File: src/rtl/glyph_pkg.sv
// Shared constants and encodings for the glyph layer renderer.
package glyph_pkg;

  // Default background colour; also driven during blanking.
  localparam logic [23:0] BG_RGB_DEFAULT = 24'hf8f9fa;

  // Per-layer log2 magnification.
  typedef enum logic [1:0] {
    SCALE_X1 = 2'd0,
    SCALE_X2 = 2'd1,
    SCALE_X4 = 2'd2,
    SCALE_X8 = 2'd3
  } scale_e;

  // Width of hit_layer for a given layer count; the all-ones code means
  // "no layer won" (background or blanking).
  function automatic int unsigned hit_layer_width(input int unsigned n_layers);
    return $clog2(n_layers) + 1;
  endfunction

endpackage

File: src/rtl/glyph_layer_hit.sv
// Combinational hit test for one glyph layer: box test plus bitmap lookup.
module glyph_layer_hit
  import glyph_pkg::*;
#(
  parameter int unsigned GLYPH_W = 8,
  parameter int unsigned GLYPH_H = 8,
  parameter int unsigned CW      = 10
) (
  input  logic [CW-1:0]              hcount,
  input  logic [CW-1:0]              vcount,
  input  logic [CW-1:0]              x,
  input  logic [CW-1:0]              y,
  input  scale_e                     scale,
  input  logic [GLYPH_W*GLYPH_H-1:0] glyph,
  input  logic                       en,
  input  logic                       blink,
  input  logic                       blink_phase,
  output logic                       hit
);

  localparam int unsigned EW = CW + 4;
  localparam int unsigned NB = GLYPH_W * GLYPH_H;
  localparam logic [EW-1:0] W_EXT = EW'(GLYPH_W);
  localparam logic [EW-1:0] H_M1  = EW'(GLYPH_H - 1);
  localparam logic [EW-1:0] H_EXT = EW'(GLYPH_H);

  logic [EW-1:0] hc, vc, x_lo, y_lo, x_end, y_end, dx, dy, col, row, bit_pos;
  logic          inside_x, inside_y, pix_on;

  // Extended-width box test so far edges clip instead of wrapping.
  always_comb begin
    hc       = EW'(hcount);
    vc       = EW'(vcount);
    x_lo     = EW'(x);
    y_lo     = EW'(y);
    x_end    = x_lo + (W_EXT << scale);
    y_end    = y_lo + (H_EXT << scale);
    inside_x = (hc >= x_lo) && (hc < x_end);
    inside_y = (vc >= y_lo) && (vc < y_end);
    dx       = hc - x_lo;
    dy       = vc - y_lo;
    col      = dx >> scale;
    row      = dy >> scale;
    // Row 0 sits in the MSB row of the slice; column c is bit c of its row.
    bit_pos  = (H_M1 - row) * W_EXT + col;
    pix_on   = |(glyph & (NB'(1) << bit_pos));
    hit      = en & inside_x & inside_y & pix_on & ~(blink & blink_phase);
  end

endmodule

File: src/rtl/glyph_layer_renderer.sv
// Multi-layer glyph compositor: frame-synchronised shadows, 2-stage pipeline.
module glyph_layer_renderer
  import glyph_pkg::*;
#(
  parameter int unsigned N_LAYERS  = 4,
  parameter int unsigned GLYPH_W   = 8,
  parameter int unsigned GLYPH_H   = 8,
  parameter int unsigned CW        = 10,
  parameter int unsigned BLINK_BIT = 4,
  parameter logic [23:0] BG_RGB    = BG_RGB_DEFAULT
) (
  input  logic                                  clk,
  input  logic                                  reset,
  input  logic                                  bright,
  input  logic [CW-1:0]                         hcount,
  input  logic [CW-1:0]                         vcount,
  input  logic                                  frame_start,
  input  logic [N_LAYERS*GLYPH_W*GLYPH_H-1:0]   glyph_in,
  input  logic [N_LAYERS*CW-1:0]                x_in,
  input  logic [N_LAYERS*CW-1:0]                y_in,
  input  logic [N_LAYERS*2-1:0]                 scale_in,
  input  logic [N_LAYERS*24-1:0]                color_in,
  input  logic [N_LAYERS-1:0]                   en_in,
  input  logic [N_LAYERS-1:0]                   blink_in,
  output logic [23:0]                           rgb,
  output logic                                  rgb_bright,
  output logic [$clog2(N_LAYERS):0]             hit_layer
);

  localparam int unsigned NB  = GLYPH_W * GLYPH_H;
  localparam int unsigned HLW = hit_layer_width(N_LAYERS);

  logic [N_LAYERS*NB-1:0] glyph_q, glyph_d;
  logic [N_LAYERS*CW-1:0] x_q, x_d, y_q, y_d;
  logic [N_LAYERS*2-1:0]  scale_q, scale_d;
  logic [N_LAYERS*24-1:0] color_q, color_d;
  logic [N_LAYERS-1:0]    en_q, en_d, blink_q, blink_d;
  logic [5:0]             frame_cnt_q, frame_cnt_d;

  logic [N_LAYERS-1:0]    hit_vec;
  logic [N_LAYERS-1:0]    hit_vec_q, hit_vec_d;
  logic                   bright_d1_q, bright_d1_d;

  logic [23:0]            rgb_q, rgb_d;
  logic [HLW-1:0]         hit_layer_q, hit_layer_d;
  logic                   rgb_bright_q, rgb_bright_d;
  logic                   found;

  // Capture layer parameters and advance the frame counter on frame_start.
  always_comb begin
    glyph_d     = glyph_q;
    x_d         = x_q;
    y_d         = y_q;
    scale_d     = scale_q;
    color_d     = color_q;
    en_d        = en_q;
    blink_d     = blink_q;
    frame_cnt_d = frame_cnt_q;
    if (frame_start) begin
      glyph_d     = glyph_in;
      x_d         = x_in;
      y_d         = y_in;
      scale_d     = scale_in;
      color_d     = color_in;
      en_d        = en_in;
      blink_d     = blink_in;
      frame_cnt_d = frame_cnt_q + 6'd1;
    end
  end

  // Shadow and frame counter registers.
  always_ff @(posedge clk or posedge reset) begin
    if (reset) begin
      glyph_q     <= '0;
      x_q         <= '0;
      y_q         <= '0;
      scale_q     <= '0;
      color_q     <= '0;
      en_q        <= '0;
      blink_q     <= '0;
      frame_cnt_q <= '0;
    end else begin
      glyph_q     <= glyph_d;
      x_q         <= x_d;
      y_q         <= y_d;
      scale_q     <= scale_d;
      color_q     <= color_d;
      en_q        <= en_d;
      blink_q     <= blink_d;
      frame_cnt_q <= frame_cnt_d;
    end
  end

  for (genvar k = 0; k < N_LAYERS; k++) begin : g_layer
    glyph_layer_hit #(
      .GLYPH_W (GLYPH_W),
      .GLYPH_H (GLYPH_H),
      .CW      (CW)
    ) u_hit (
      .hcount      (hcount),
      .vcount      (vcount),
      .x           (x_q[k*CW +: CW]),
      .y           (y_q[k*CW +: CW]),
      .scale       (scale_e'(scale_q[k*2 +: 2])),
      .glyph       (glyph_q[k*NB +: NB]),
      .en          (en_q[k]),
      .blink       (blink_q[k]),
      .blink_phase (frame_cnt_q[BLINK_BIT]),
      .hit         (hit_vec[k])
    );
  end

  // S1 next state: per-layer hits and bright for the current pixel.
  always_comb begin
    hit_vec_d   = hit_vec;
    bright_d1_d = bright;
  end

  // S2 next state: strict priority, lowest index wins; blanking forces background.
  always_comb begin
    rgb_d        = BG_RGB;
    hit_layer_d  = '1;
    rgb_bright_d = bright_d1_q;
    found        = 1'b0;
    for (int unsigned k = 0; k < N_LAYERS; k++) begin
      if (bright_d1_q && !found && hit_vec_q[k]) begin
        found       = 1'b1;
        rgb_d       = color_q[k*24 +: 24];
        hit_layer_d = HLW'(k);
      end
    end
  end

  // Pipeline registers S1 and S2.
  always_ff @(posedge clk or posedge reset) begin
    if (reset) begin
      hit_vec_q    <= '0;
      bright_d1_q  <= 1'b0;
      rgb_q        <= BG_RGB;
      hit_layer_q  <= '1;
      rgb_bright_q <= 1'b0;
    end else begin
      hit_vec_q    <= hit_vec_d;
      bright_d1_q  <= bright_d1_d;
      rgb_q        <= rgb_d;
      hit_layer_q  <= hit_layer_d;
      rgb_bright_q <= rgb_bright_d;
    end
  end

  assign rgb        = rgb_q;
  assign hit_layer  = hit_layer_q;
  assign rgb_bright = rgb_bright_q;

endmodule
File: config.mk
export PLATFORM = sky130hd
export DESIGN_NAME = glyph_layer_renderer
export DESIGN_NICKNAME = d
export VERILOG_FILES = /design/src/rtl/glyph_pkg.sv /design/src/rtl/glyph_layer_hit.sv /design/src/rtl/glyph_layer_renderer.sv
export SDC_FILE = /design/constraint.sdc
export NUM_CORES = 2
export LEC_CHECK = 0
export CAP_MARGIN = 25
export CORE_UTILIZATION = 57
export CTS_BUF_LIST = sky130_fd_sc_hd__clkbuf_4
export DETAILED_ROUTE_END_ITERATION = 10
export PLACE_DENSITY = 0.85
export SLEW_MARGIN = 25
export SYNTH_ARGS = -nofsm -noshare
export SYNTH_HDL_FRONTEND = slang
export SYNTH_SLANG_ARGS = --single-unit
File: constraint.sdc
create_clock -name clk -period 16.95 [get_ports clk]
set_input_delay 1.695 -clock clk [delete_from_list [all_inputs] [get_ports clk]]
set_output_delay 1.695 -clock clk [all_outputs]
set_load 0.005 [all_outputs]
# ---- Word level (Yosys, flattened, before mapping)
# Index checks and enable logic that the tools add are counted.
dict set report op_classes {
  reduce_logical 22
  order_cmp 16
  muxes 11
  shifts 16
  bitwise 28
  n_addsub 25
}
# op count
set op_table {}
lappend op_table {{AND 64 bit} 4}
lappend op_table {{OR reduction 64 bit} 4}
lappend op_table {{left shift 1 x 14 -> 64 bit, first input constant} 4}
lappend op_table {{adder 10 x 14 -> 14 bit} 8}
lappend op_table {{less-than comparator 10 x 14 -> 1 bit} 8}
lappend op_table {{two-way mux 24 bit} 4}
lappend op_table {{subtractor 10 x 10 -> 11 bit} 8}
lappend op_table {{>= comparator 10 bit} 8}
lappend op_table {{adder 14 bit} 4}
lappend op_table {{left shift 4 x 2 -> 14 bit, first input constant} 4}
lappend op_table {{right shift 14 x 2 -> 11 bit} 4}
lappend op_table {{right shift 14 x 2 -> 14 bit} 4}
lappend op_table {{subtractor 3 x 11 -> 11 bit, first input constant} 4}
lappend op_table {{AND 1 bit} 20}
lappend op_table {{logical AND 1 bit} 15}
lappend op_table {{two-way mux 3 bit} 4}
lappend op_table {{adder 6 x 1 -> 6 bit, second input constant} 1}
lappend op_table {{inverter 1 bit} 4}
lappend op_table {{logical NOT 1 bit} 3}
lappend op_table {{two-way mux 1 bit} 3}
dict set report totals {
  out_inout_bits 28
  reg_bits 487
}

# ---- Logic depth before layout (Yosys ltp)
dict set report depth {
  word_depth 14
  ltp_mapped 26
}

# ---- Modules after synthesis
# A second synthesis with hierarchy kept.
dict set report hier_totals {
  cells_unflattened 3244
  area_unflattened_um2 33437.1
}
# module area_per_inst_um2 instances seq_area_each_um2 cells_each
set modules_own_cells {}
lappend modules_own_cells {glyph_layer_renderer 18624.1 1 12186.7 1149}
lappend modules_own_cells {{glyph_layer_hit at g_layer[1].u_hit ...} 3751.1 2 0.0 528}
lappend modules_own_cells {{glyph_layer_hit at g_layer[3].u_hit} 3702.3 1 0.0 530}
lappend modules_own_cells {{glyph_layer_hit at g_layer[0].u_hit} 3608.5 1 0.0 509}

# ---- Worst setup path before layout
# No wires, ideal clock.
dict set report synth_path {
  path_type {input -> register}
  startpoint {input port vcount[0]}
  endpoint {register hit_vec_q[3]}
  n_path_buf 0
  cell_stages 24
  path_slack_ps 10528
  t_arrival_ps 6356
  t_required_ps 16884
  cell_sequence {inv_1 ha_1 inv_1 fa_1 a211oi_1 nor4b_1 nor3_1 mux2i_1 a2bb2oi_1 nand2_1 ha_1 nand2_1 or3_1 o211ai_1 o211ai_1 ha_1 or3_1 a21boi_0 mux2i_1 nor4_1 nand2b_1 or3_1 a41oi_1 o311a_1}
}
dict set report synth_via {
  elab_chain_cells 9
}
# element line
set synth_rtl {}
lappend synth_rtl {{start, declared} glyph_layer_renderer.sv:16} ;# input logic [CW-1:0] vcount,
lappend synth_rtl {{subtractor 10 x 10 -> 11 bit} glyph_layer_hit.sv:41} ;# dy = vc - y_lo;
lappend synth_rtl {{right shift 14 x 2 -> 11 bit} glyph_layer_hit.sv:43} ;# row = dy >> scale;
lappend synth_rtl {{subtractor 3 x 11 -> 11 bit} glyph_layer_hit.sv:45} ;# bit_pos = (H_M1 - row) * W_EXT + col;
lappend synth_rtl {{adder 14 bit} glyph_layer_hit.sv:45}
lappend synth_rtl {{left shift 1 x 14 -> 64 bit} glyph_layer_hit.sv:46} ;# pix_on = |(glyph & (NB'(1) << bit_pos));
lappend synth_rtl {{AND 64 bit} glyph_layer_hit.sv:46}
lappend synth_rtl {{OR reduction 64 bit} glyph_layer_hit.sv:46}
lappend synth_rtl {{AND 1 bit * (2 in a row)} glyph_layer_hit.sv:47} ;# hit = en & inside_x & inside_y & pix_on & ~(blink & blink_phase);
lappend synth_rtl {{via g_layer[3].u_hit.hit} glyph_layer_hit.sv:18} ;# output logic hit
lappend synth_rtl {{end signal, assigned} glyph_layer_renderer.sv:143} ;# hit_vec_q <= hit_vec_d;
lappend synth_rtl {{end, declared} glyph_layer_renderer.sv:41} ;# logic [N_LAYERS-1:0] hit_vec_q, hit_vec_d;
# Mark *: on every way through the listed nets, which the timed path passes. The rest lies on a longest branch.
# A chain may end at the register's enable or synchronous reset.

# ---- Worst setup path in the final report
dict set report layout_path {
  startpoint {input port vcount[1]}
  endpoint {register hit_vec_q[3]}
}
# The elaborated chain is that of the path after synthesis.

==> metrics.cfg <==
[die]
num_rows=87
initial_core_util=0.576
die_y_um=240
core_mm2=0.0563
die_w_um=240
ioPinCount=500
die_area_mm2=0.0578

[placed_design]
place_congestion=0.936
placed_cells=4356
post-place-ws_ns=9.19
hpwl_mm=66.0
portBuffers=499

[clocking]
cts.repair.resized=0
root_buffer=clkbuf_4
clk_pin_slew_ns=0.07
cts.sinks=486
postCtsSetupBuffers=0
cts_made_buffers=135
postCtsHoldBufs=0
clk_path_buf_depth=3
htreeDepth=4
cts_tree=done
clock_latency_ns=0.99

[sta]
fin_crit_sh=0.404
setup-tns-final_ns=0
worst_clock_skew_ns=0.0671
worst_hold_slack_ns=0.459
setup_ws_ns=10.11
slew-limit-headroom=0.248
slew_viol_final=0
finalCriticalPeriod_ns=6.84
hold_viol=0
timing.fmax_mhz=146
rsz0062_at_grt=no
setup_violations=0
worst_pin_slew_ns=1.13

[logic_synthesis]
syn-cell-area_mm2=0.0324
ys_warn_count=0
ys_types=104
ys_seq_elements=486
synthCells=3236
yosys_most_used_dff=dfrtp_1
ys_seq_area_frac=0.376
async_flop_share=1.00
syn_area_per_cell_um2=10.0
synth_edf_count=0
synth_nets=3941

[cells_and_area]
final_layout_size_suffix_gt1_frac=0.185
area_delta_synth_final_pct=22.5
fin_cells=4597
fillerInstances=4250
final_nets=4442

[setup_path]
cp_top_family=compound AO/OA/AOI/OAI gates
worstSetupEndpointType=register
worstPathCellList=clkdlybuf4s50_1 -> ha_1 -> nor2b_1 -> o31a_1 -> o211a_1 -> o22a_1 -> xnor2_1 -> mux4_2 -> nand3_1 -> o311ai_0 -> o2111ai_1 -> o21ai_1 -> ha_1 -> or3_1 -> a21boi_0 -> mux2i_1 -> nor4_1 -> nand2b_1 -> or3_1 -> a41oi_1 -> o311a_1
max_stage_delay_ns=0.84
cp_slowest_cell=clkdlybuf4s50_1
crit_type=primary input to register
worstPathRequired_ns=17.84
start_kind=primary input
cp.arrival_ns=7.73
cp_max_fo=8
crit_buf_inv=1

[global_routing]
grt_antenna_before_repair=13
grt_usage=0.313
overflow=0
grt_max_degree=178
grt_first_pass_wirelength_mm=142
grt_pass1_vias=26800

[route]
drt_iter0_drc=1874
wire_per_inst_um=19.8
vias=27100
vias_per_cell=5.90
ant_nets=0
dr.pass1.iters=8
drc=0
wl_mm=91.0

[min_path]
hold_class=register to register

[status]
status=completed

[power_and_ir_drop]
vdd_ir_drop_max_mv=0.0709
power_density_mw_per_mm2=109
leakage_nw=17.2

[job]
drv_cap=0

synth_stat cells, types with 31 or more instances:
library cell | instances | area, µm²
a211oi_1 | 35 | 263
a21o_1 | 67 | 503
a21oi_1 | 154 | 771
clkbuf_1 | 127 | 477
dfrtp_1 | 466 | 11700
ha_1 | 213 | 2670
inv_1 | 170 | 638
mux2_2 | 382 | 4300
mux2i_1 | 74 | 741
nand2_1 | 255 | 957
nand3_1 | 56 | 280
nor2_1 | 169 | 634
nor2b_1 | 37 | 231
nor3_1 | 50 | 250
o21ai_0 | 207 | 1040
o22ai_1 | 31 | 194
o31ai_1 | 31 | 233
xnor2_1 | 98 | 858
xor2_1 | 40 | 350
flip-flops by register name, indices dropped and copies added (netlist names), 5 cells and up:
register and cells:
frame_cnt_q 5, scale_q 8, rgb 24, glyph_q 256
color_q 96, x_q 40, y_q 40
cell families after synthesis:
kind of cell | synth area share
AO/OA/AOI/OAI | 0.162
AND/OR/NAND/NOR | 0.116
flip-flops | 0.376
multiplexers | 0.172
buffers and inverters | 0.0405
adder cells (fa/ha/maj) | 0.0946
XOR/XNOR | 0.0392
tightest hold or removal path: stages (launching register included):
cell	delay, ns
dfrtp_1	0.34
nand2_1	0.05
o31ai_1	0.06
layout make-up:
type	instances	area, µm²	area share
diodes	13	32.5	0.000819
well taps	756	946	0.0238
clock inverters	32	229	0.00577
repair buffers	530	5270	0.133
clock buffers	196	1470	0.0371
multi-input cells	2413	18900	0.477
flip-flops and latches	486	12200	0.307
inverters	171	649	0.0164
layer usage:
layer  vias to the layer above  GRT usage  share of wire
met5                         -          0         0.0010
met4                        12      0.141          0.037
met3                       217     0.0870          0.074
met2                       951      0.498           0.47
met1                     13000      0.396           0.42
li1                      12900          -              -
metrics by stage:
step	util	instance area, µm²	total power [mW]
after floorplan	-	32400	2.73
after global placement	0.675	38000	3.18
after detailed placement	0.675	38000	3.21
after CTS	0.705	39700	4.33
after global routing	0.705	39700	4.62
final	0.706	39700	4.32
path summary, 6_finish.rpt:
kind,slack [ns],to,cells past startpoint,startpoint
setup reg to reg,11.15,hit_vec_q[3],23,y_q[30]
max in group asynchronous,13.52,glyph_q[209],4,reset
min in group asynchronous,1.26,glyph_q[123],2,reset
hold reg to reg,0.46,rgb[7],2,color_q[79]
setup / recovery,10.11,hit_vec_q[3],21,vcount[1]
hold / removal,0.46,rgb[7],2,color_q[79]
power by group:
group          total [mW]  switching [mW]  internal [mW]
Clock                1.10           0.521          0.574
Sequential           1.35          0.0731           1.27
Combinational        1.88            1.03          0.847
Total                4.32            1.62           2.69
layout by cell type (no fill, tap or decap), types with 13 or more instances in the layout:
cell type,instances
dfstp_2,20
buf_4,27
dfrtp_1,466
inv_1,169
mux2_2,382
a21o_1,67
a21oi_1,153
a211oi_1,35
o22ai_1,31
nor3_1,50
o31ai_1,31
clkbuf_4,196
o2111ai_1,25
xnor2_1,98
mux4_2,22
nand2b_1,29
a31oi_1,22
nand4_1,27
o21a_1,26
clkinv_1,20
nand3_1,56
mux2i_1,74
xor2_1,40
o211ai_1,20
and3_1,28
nor2b_1,37
or2_2,13
fa_1,20
clkdlybuf4s50_1,498
diode_2,13
ha_1,213
o21ai_0,207
and2_1,13
nor2_1,168
nand2_1,255
Note: power is estimated with default switching activity, not from simulation.
